`src/rtl/boot_pkg.sv`:
```
// boot_pkg: state encoding and shared constants for the instruction-memory boot loader.
package boot_pkg;

    typedef enum logic [2:0] {
        HDR0 = 3'd0,
        HDR1 = 3'd1,
        DATA = 3'd2,
        CHK  = 3'd3,
        DONE = 3'd4,
        ERR  = 3'd5
    } state_e;

    localparam int BYTES_PER_WORD = 4;
    localparam int BIDX_W         = $clog2(BYTES_PER_WORD);

    function automatic logic accepts(input state_e s);
        return s inside {HDR0, HDR1, DATA, CHK};
    endfunction

endpackage

```
`src/rtl/byte_packer.sv`:
```
// byte_packer: assembles little-endian 32-bit words from a byte stream, one-cycle word_valid pulse.
module byte_packer
    import boot_pkg::*;
(
    input  logic              clk,
    input  logic              reset,
    input  logic              clr_i,
    input  logic              en_i,
    input  logic [7:0]        data_i,
    output logic [BIDX_W-1:0] byte_idx_o,
    output logic              word_valid_o,
    output logic [31:0]       word_o
);

    logic [BIDX_W-1:0] idx_q;
    logic [31:0]       lanes_q;
    logic [31:0]       word_q;
    logic              valid_q;
    logic              last;

    assign last = idx_q == BIDX_W'(BYTES_PER_WORD - 1);

    always_ff @(posedge clk) begin
        if (reset) begin
            word_q <= '0;
        end else if (en_i && last) begin
            word_q <= {data_i, lanes_q[23:0]};
        end
        if (reset || clr_i) begin
            idx_q   <= '0;
            lanes_q <= '0;
            valid_q <= 1'b0;
        end else begin
            valid_q <= en_i && last;
            if (en_i) begin
                idx_q                   <= idx_q + 1'b1;
                lanes_q[{idx_q, 3'b000} +: 8] <= data_i;
            end
        end
    end

    assign byte_idx_o   = idx_q;
    assign word_valid_o = valid_q;
    assign word_o       = word_q;

endmodule

```
`src/rtl/imem_boot_loader.sv`:
```
// imem_boot_loader: loads a counted byte image into instruction memory, holding the CPU in reset until done.
// Optional trailing XOR checksum byte enabled by defining IMEM_BOOT_CHECKSUM_EN.
module imem_boot_loader
    import boot_pkg::*;
#(
    parameter int ADDR_W = 6,
    parameter int CNT_W  = 16
) (
    input  logic              clk,
    input  logic              reset,
    input  logic [7:0]        rx_data,
    input  logic              rx_valid,
    output logic              rx_ready,
    input  logic              reload,
    output logic              imem_we,
    output logic [ADDR_W-1:0] imem_addr,
    output logic [31:0]       imem_wdata,
    output logic              cpu_reset,
    output logic              load_done,
    output logic              load_err
);

    localparam logic [CNT_W-1:0] DEPTH = CNT_W'(2 ** ADDR_W);
`ifdef IMEM_BOOT_CHECKSUM_EN
    localparam state_e FIN = CHK;
`else
    localparam state_e FIN = DONE;
`endif

    state_e            state_q, state_d;
    logic              rdy_q, rdy_d;
    logic [CNT_W-1:0]  cnt_q, cnt_d, hdr;
    logic [ADDR_W-1:0] widx_q, widx_d;
    logic              xfer, last_word, last_byte, reload_ok, pk_en, pk_clr;
    logic [BIDX_W-1:0] bidx;
    logic              word_valid;
    logic [31:0]       word;
`ifdef IMEM_BOOT_CHECKSUM_EN
    logic [7:0]        csum_q, csum_d;
`endif

    assign xfer      = rx_valid && rdy_q;
    assign hdr       = CNT_W'({rx_data, cnt_q[7:0]});
    assign last_word = CNT_W'(widx_q) == cnt_q - CNT_W'(1);
    assign reload_ok = reload && (state_q == DONE || state_q == ERR);
    assign pk_en     = state_q == DATA && xfer;
    assign pk_clr    = (state_q == HDR1 && xfer) || reload_ok;
    // Ready drops for the final write cycle so no stray byte enters the packer.
    assign last_byte = pk_en && bidx == BIDX_W'(BYTES_PER_WORD - 1) && last_word;

    byte_packer u_packer (
        .clk         (clk),
        .reset       (reset),
        .clr_i       (pk_clr),
        .en_i        (pk_en),
        .data_i      (rx_data),
        .byte_idx_o  (bidx),
        .word_valid_o(word_valid),
        .word_o      (word)
    );

    always_comb begin
        state_d = state_q;
        cnt_d   = cnt_q;
        widx_d  = widx_q;
        case (state_q)
            HDR0: if (xfer) begin
                cnt_d[7:0] = rx_data;
                state_d    = HDR1;
            end
            HDR1: if (xfer) begin
                cnt_d   = hdr;
                widx_d  = '0;
                state_d = hdr == '0 ? FIN : hdr > DEPTH ? ERR : DATA;
            end
            DATA: if (word_valid) begin
                widx_d  = widx_q + 1'b1;
                state_d = last_word ? FIN : DATA;
            end
`ifdef IMEM_BOOT_CHECKSUM_EN
            CHK: if (xfer) state_d = rx_data == csum_q ? DONE : ERR;
`endif
            DONE, ERR: if (reload) begin
                state_d = HDR0;
                cnt_d   = '0;
                widx_d  = '0;
            end
            default: ;
        endcase
        rdy_d = accepts(state_d) && !last_byte;
    end

`ifdef IMEM_BOOT_CHECKSUM_EN
    assign csum_d = pk_clr ? 8'h00 : pk_en ? csum_q ^ rx_data : csum_q;
`endif

    always_ff @(posedge clk) begin
        if (reset) begin
            state_q <= HDR0;
            rdy_q   <= 1'b0;
            cnt_q   <= '0;
            widx_q  <= '0;
`ifdef IMEM_BOOT_CHECKSUM_EN
            csum_q  <= 8'h00;
`endif
        end else begin
            state_q <= state_d;
            rdy_q   <= rdy_d;
            cnt_q   <= cnt_d;
            widx_q  <= widx_d;
`ifdef IMEM_BOOT_CHECKSUM_EN
            csum_q  <= csum_d;
`endif
        end
    end

    assign rx_ready   = rdy_q;
    assign imem_we    = word_valid;
    assign imem_addr  = widx_q;
    assign imem_wdata = word;
    assign cpu_reset  = state_q != DONE;
    assign load_done  = state_q == DONE;
    assign load_err   = state_q == ERR;

endmodule

```
`config.mk`:
```
export PLATFORM = sky130hd
export DESIGN_NAME = imem_boot_loader
export DESIGN_NICKNAME = d
export VERILOG_FILES = /design/src/rtl/boot_pkg.sv /design/src/rtl/byte_packer.sv /design/src/rtl/imem_boot_loader.sv
export SDC_FILE = /design/constraint.sdc
export NUM_CORES = 1
export LEC_CHECK = 0
export BUFFER_PORTS_ARGS = -buffer_cell sky130_fd_sc_hd__buf_2
export CORE_UTILIZATION = 56
export DETAILED_ROUTE_END_ITERATION = 10
export PLACE_DENSITY = 0.84
export SYNTH_ARGS = -nofsm -noshare
export SYNTH_HDL_FRONTEND = slang
export SYNTH_SLANG_ARGS = --single-unit
```
`constraint.sdc`:
```
create_clock -name clk -period 3.1 [get_ports clk]
set_input_delay 0.155 -clock clk [delete_from_list [all_inputs] [get_ports clk]]
set_output_delay 0.155 -clock clk [all_outputs]
set_load 0.02 [all_outputs]
```
==> results.py <==
metrics = {
    "detailed_routing": {
        "postRouteAntennaNets": 0,
        "routed_via_density": 5.76,
        "vias": 3277,
        "drc": 0,
        "drt_iter0_drc": 272,
        "drt-wirelength-per-cell_um": 15.4,
        "wl_um": 8770,
        "drt_pass1_iterations": 5,
    },
    "global_routing": {
        "grt_pass1_wl_um": 14000,
        "grt_usage_pct": 27.8,
        "grt_overflow": 0,
        "grt_max_degree": 34,
        "antenna_found_initial": 0,
        "grt_pass1_vias": 2882,
    },
    "setup_path": {
        "cpMostUsedCell": "or4_4",
        "endpoint_kind": "flip-flop",
        "cp_max_fo": 7,
        "critPathTopFamily": "simple AND/OR/NAND/NOR gates",
        "cp_cell_sequence": "or4_4 -> or4_4 -> o31a_1 -> nor4_2 -> nand4_1 -> a32o_2",
        "crit_start": "cnt_q[0]",
        "slowest_delay_ns": 0.60,
        "critPathBufInv": 0,
        "crit_type": "flip-flop to flip-flop",
        "cp.required_ns": 3.36,
        "crit_path_start_kind": "flip-flop",
        "worstPathArrival_ns": 2.93,
        "r2r_start": "cnt_q[0]",
        "slowest_stage": "or4_4",
    },
    "finish": {
        "final_nets": 506,
        "syn2layout_area_growth_pct": 13.6,
        "n_antenna_cell": 0,
        "fin_cells": 569,
        "final_area_um2": 4140,
        "fin_util_pct": 65.5,
        "fillers": 563,
        "drive_gt1_share_pct": 17.9,
    },
    "clocking": {
        "clk_latency_ns": 0.36,
        "postCtsResizedCells": 0,
        "root_buffer": "clkbuf_8",
        "cts_setup_buffers": 0,
        "hold_buffers": 0,
        "cts_buffer_depth": 2,
        "clkTransAtPathRegs_ns": 0.09,
        "cts_max_level": 3,
        "clkSinkCount": 85,
        "cts_tree": "done",
        "cts_made_buffers": 9,
    },
    "floorplanning": {
        "row_count": 29,
        "die-area_um2": 6830,
        "die_h_um": 82.6,
        "ios": 55,
        "coreArea_um2": 6310,
        "die_w_um": 82.6,
        "initial_core_util_pct": 57.6,
    },
    "sta": {
        "setup_viol": 0,
        "rsz0062_at_grt": "no",
        "clock_skew_ns": 0.0145,
        "slew_viol_final": 0,
        "hold_viol": 0,
        "period_share_pct": 86.2,
        "min_period_ns": 2.67,
        "worstMarginPinSlew_ns": 1.07,
        "fmax_ghz": 0.374,
        "layout_setup_ws_ns": 0.427,
        "fin_hold_ws_ns": 0.128,
        "fin_tns_setup_ns": 0,
        "relSlewSlack_pct": 28.3,
    },
    "yosys": {
        "synth-seq-area-share_pct": 46.8,
        "netlist_instances": 441,
        "synth_top_area_cell": "dfxtp_1",
        "synth_warnings": 0,
        "syn_area_um2": 3640,
        "yosys-top-cells-area": "dfxtp_1 47%, nand2_1 10%, a21oi_1 8.4%, nand3_1 3.9%, nor2_1 3.2%",
        "ys_ff_latch": 85,
        "yosysUniqueCellTypes": 49,
        "synth_top_area_share_pct": 46.8,
        "dominantRegCellSynth": "dfxtp_1",
        "synth_edf_count": 0,
        "avgSynthCellArea_um2": 8.25,
        "syn-num-nets": 460,
        "async_reset_ff_share_pct": 0,
    },
    "placed_design": {
        "port_buffers": 54,
        "place_congestion": 0.918,
        "dp_hpwl_um": 5900,
        "post_dp_cell_area_um2": 3930,
        "pre_cts_ws_ns": 0.468,
        "dp.cells": 553,
    },
    "run_status": {
        "status": "complete, no violations",
    },
    "pwr": {
        "peakVddDrop_uv": 308,
        "cellLeakagePower_nw": 1.60,
        "power.density_nw_per_um2": 507,
        "power.total_mw": 2.10,
    },
    "hold_path": {
        "min_from": "rx_data[1]",
        "hold_path.class": "input port to flip-flop",
    },
    "flow_run": {
        "maxCapViolations": 0,
    },
}
final cells by class:
cell class	instances	area (µm²)	area share [%]
multi-input combinational	326	1800	43.5
sequential	85	1700	41.1
timing repair buffer	59	308	7.44
clock buffer	10	138	3.33
tap	77	96.3	2.33
clock inverter	6	70.1	1.69
inverter	6	22.5	0.544
cell usage in the layout, fill, tap and decap left out, types with 5 or more instances in the layout:
master	count
clkbuf_8	10
xnor2_1	7
buf_4	5
nand4_1	5
nand3_1	28
a22oi_1	8
nor3_1	5
ha_1	7
and2_1	5
inv_1	6
nor2_1	31
nand2b_1	5
a22o_1	7
dfxtp_1	85
buf_2	54
nand2_1	101
a21oi_1	61
xor2_1	6
nor3b_1	8
synth_stat cells (3+ instances only):
cell type	instances
xnor2_1	7
nand2b_1	5
a22o_1	7
nor2_1	31
buf_6	3
clkbuf_1	19
ha_1	7
inv_1	6
a21oi_1	61
nand3_1	28
a22oi_1	8
nor3b_1	8
mux2i_1	3
or4_4	3
and2_1	5
or2_2	3
xor2_1	6
dfxtp_1	85
o21ai_0	3
nand2_1	101
nor3_1	5
nand4_1	5
cells by family after synthesis:
group / synth area share, %
buffers and inverters: 3.78
muxes: 1.13
xor gates and xnor gates: 3.13
DFF: 46.8
adders and majority gates: 2.41
and+or+nand+nor: 27.1
AOI/OAI and AO/OA: 15.7
sequential cells by signal, summed over array words and instances, names as in the netlist, named ones only:
name and count:
u_packer.word_o 32, u_packer.lanes_q 24, cnt_q 16, imem_addr 6, state_q 2, u_packer.byte_idx_o 2, rx_ready 1, u_packer.word_valid_o 1
layer usage:
metal	GRT usage, %	vias up	part of all wire (%)
met5	0	-	0
met4	9.31	0	1.3
met3	5.93	16	6.1
met2	43.6	107	45
met1	37.8	1544	47
li1	-	1610	-
worst paths after layout:
check	to	slack [ns]	cells after the start
min	u_packer.word_o[25]	0.13	3
min reg2reg	u_packer.word_o[6]	0.45	2
max	flip-flop	0.43	6
max reg2reg	flip-flop	0.43	6
tightest hold or removal path: stages:
cell     delay [ns]
buf_2          0.17
nand2_1        0.07
a21oi_1        0.05
power by group:
part           internal [mW]  switching (mW)  total (mW)
Combinational         0.0664           0.104       0.170
Clock                  0.399           0.411       0.810
Sequential              1.10          0.0161        1.12
Note: power is estimated with default switching activity, not from simulation.
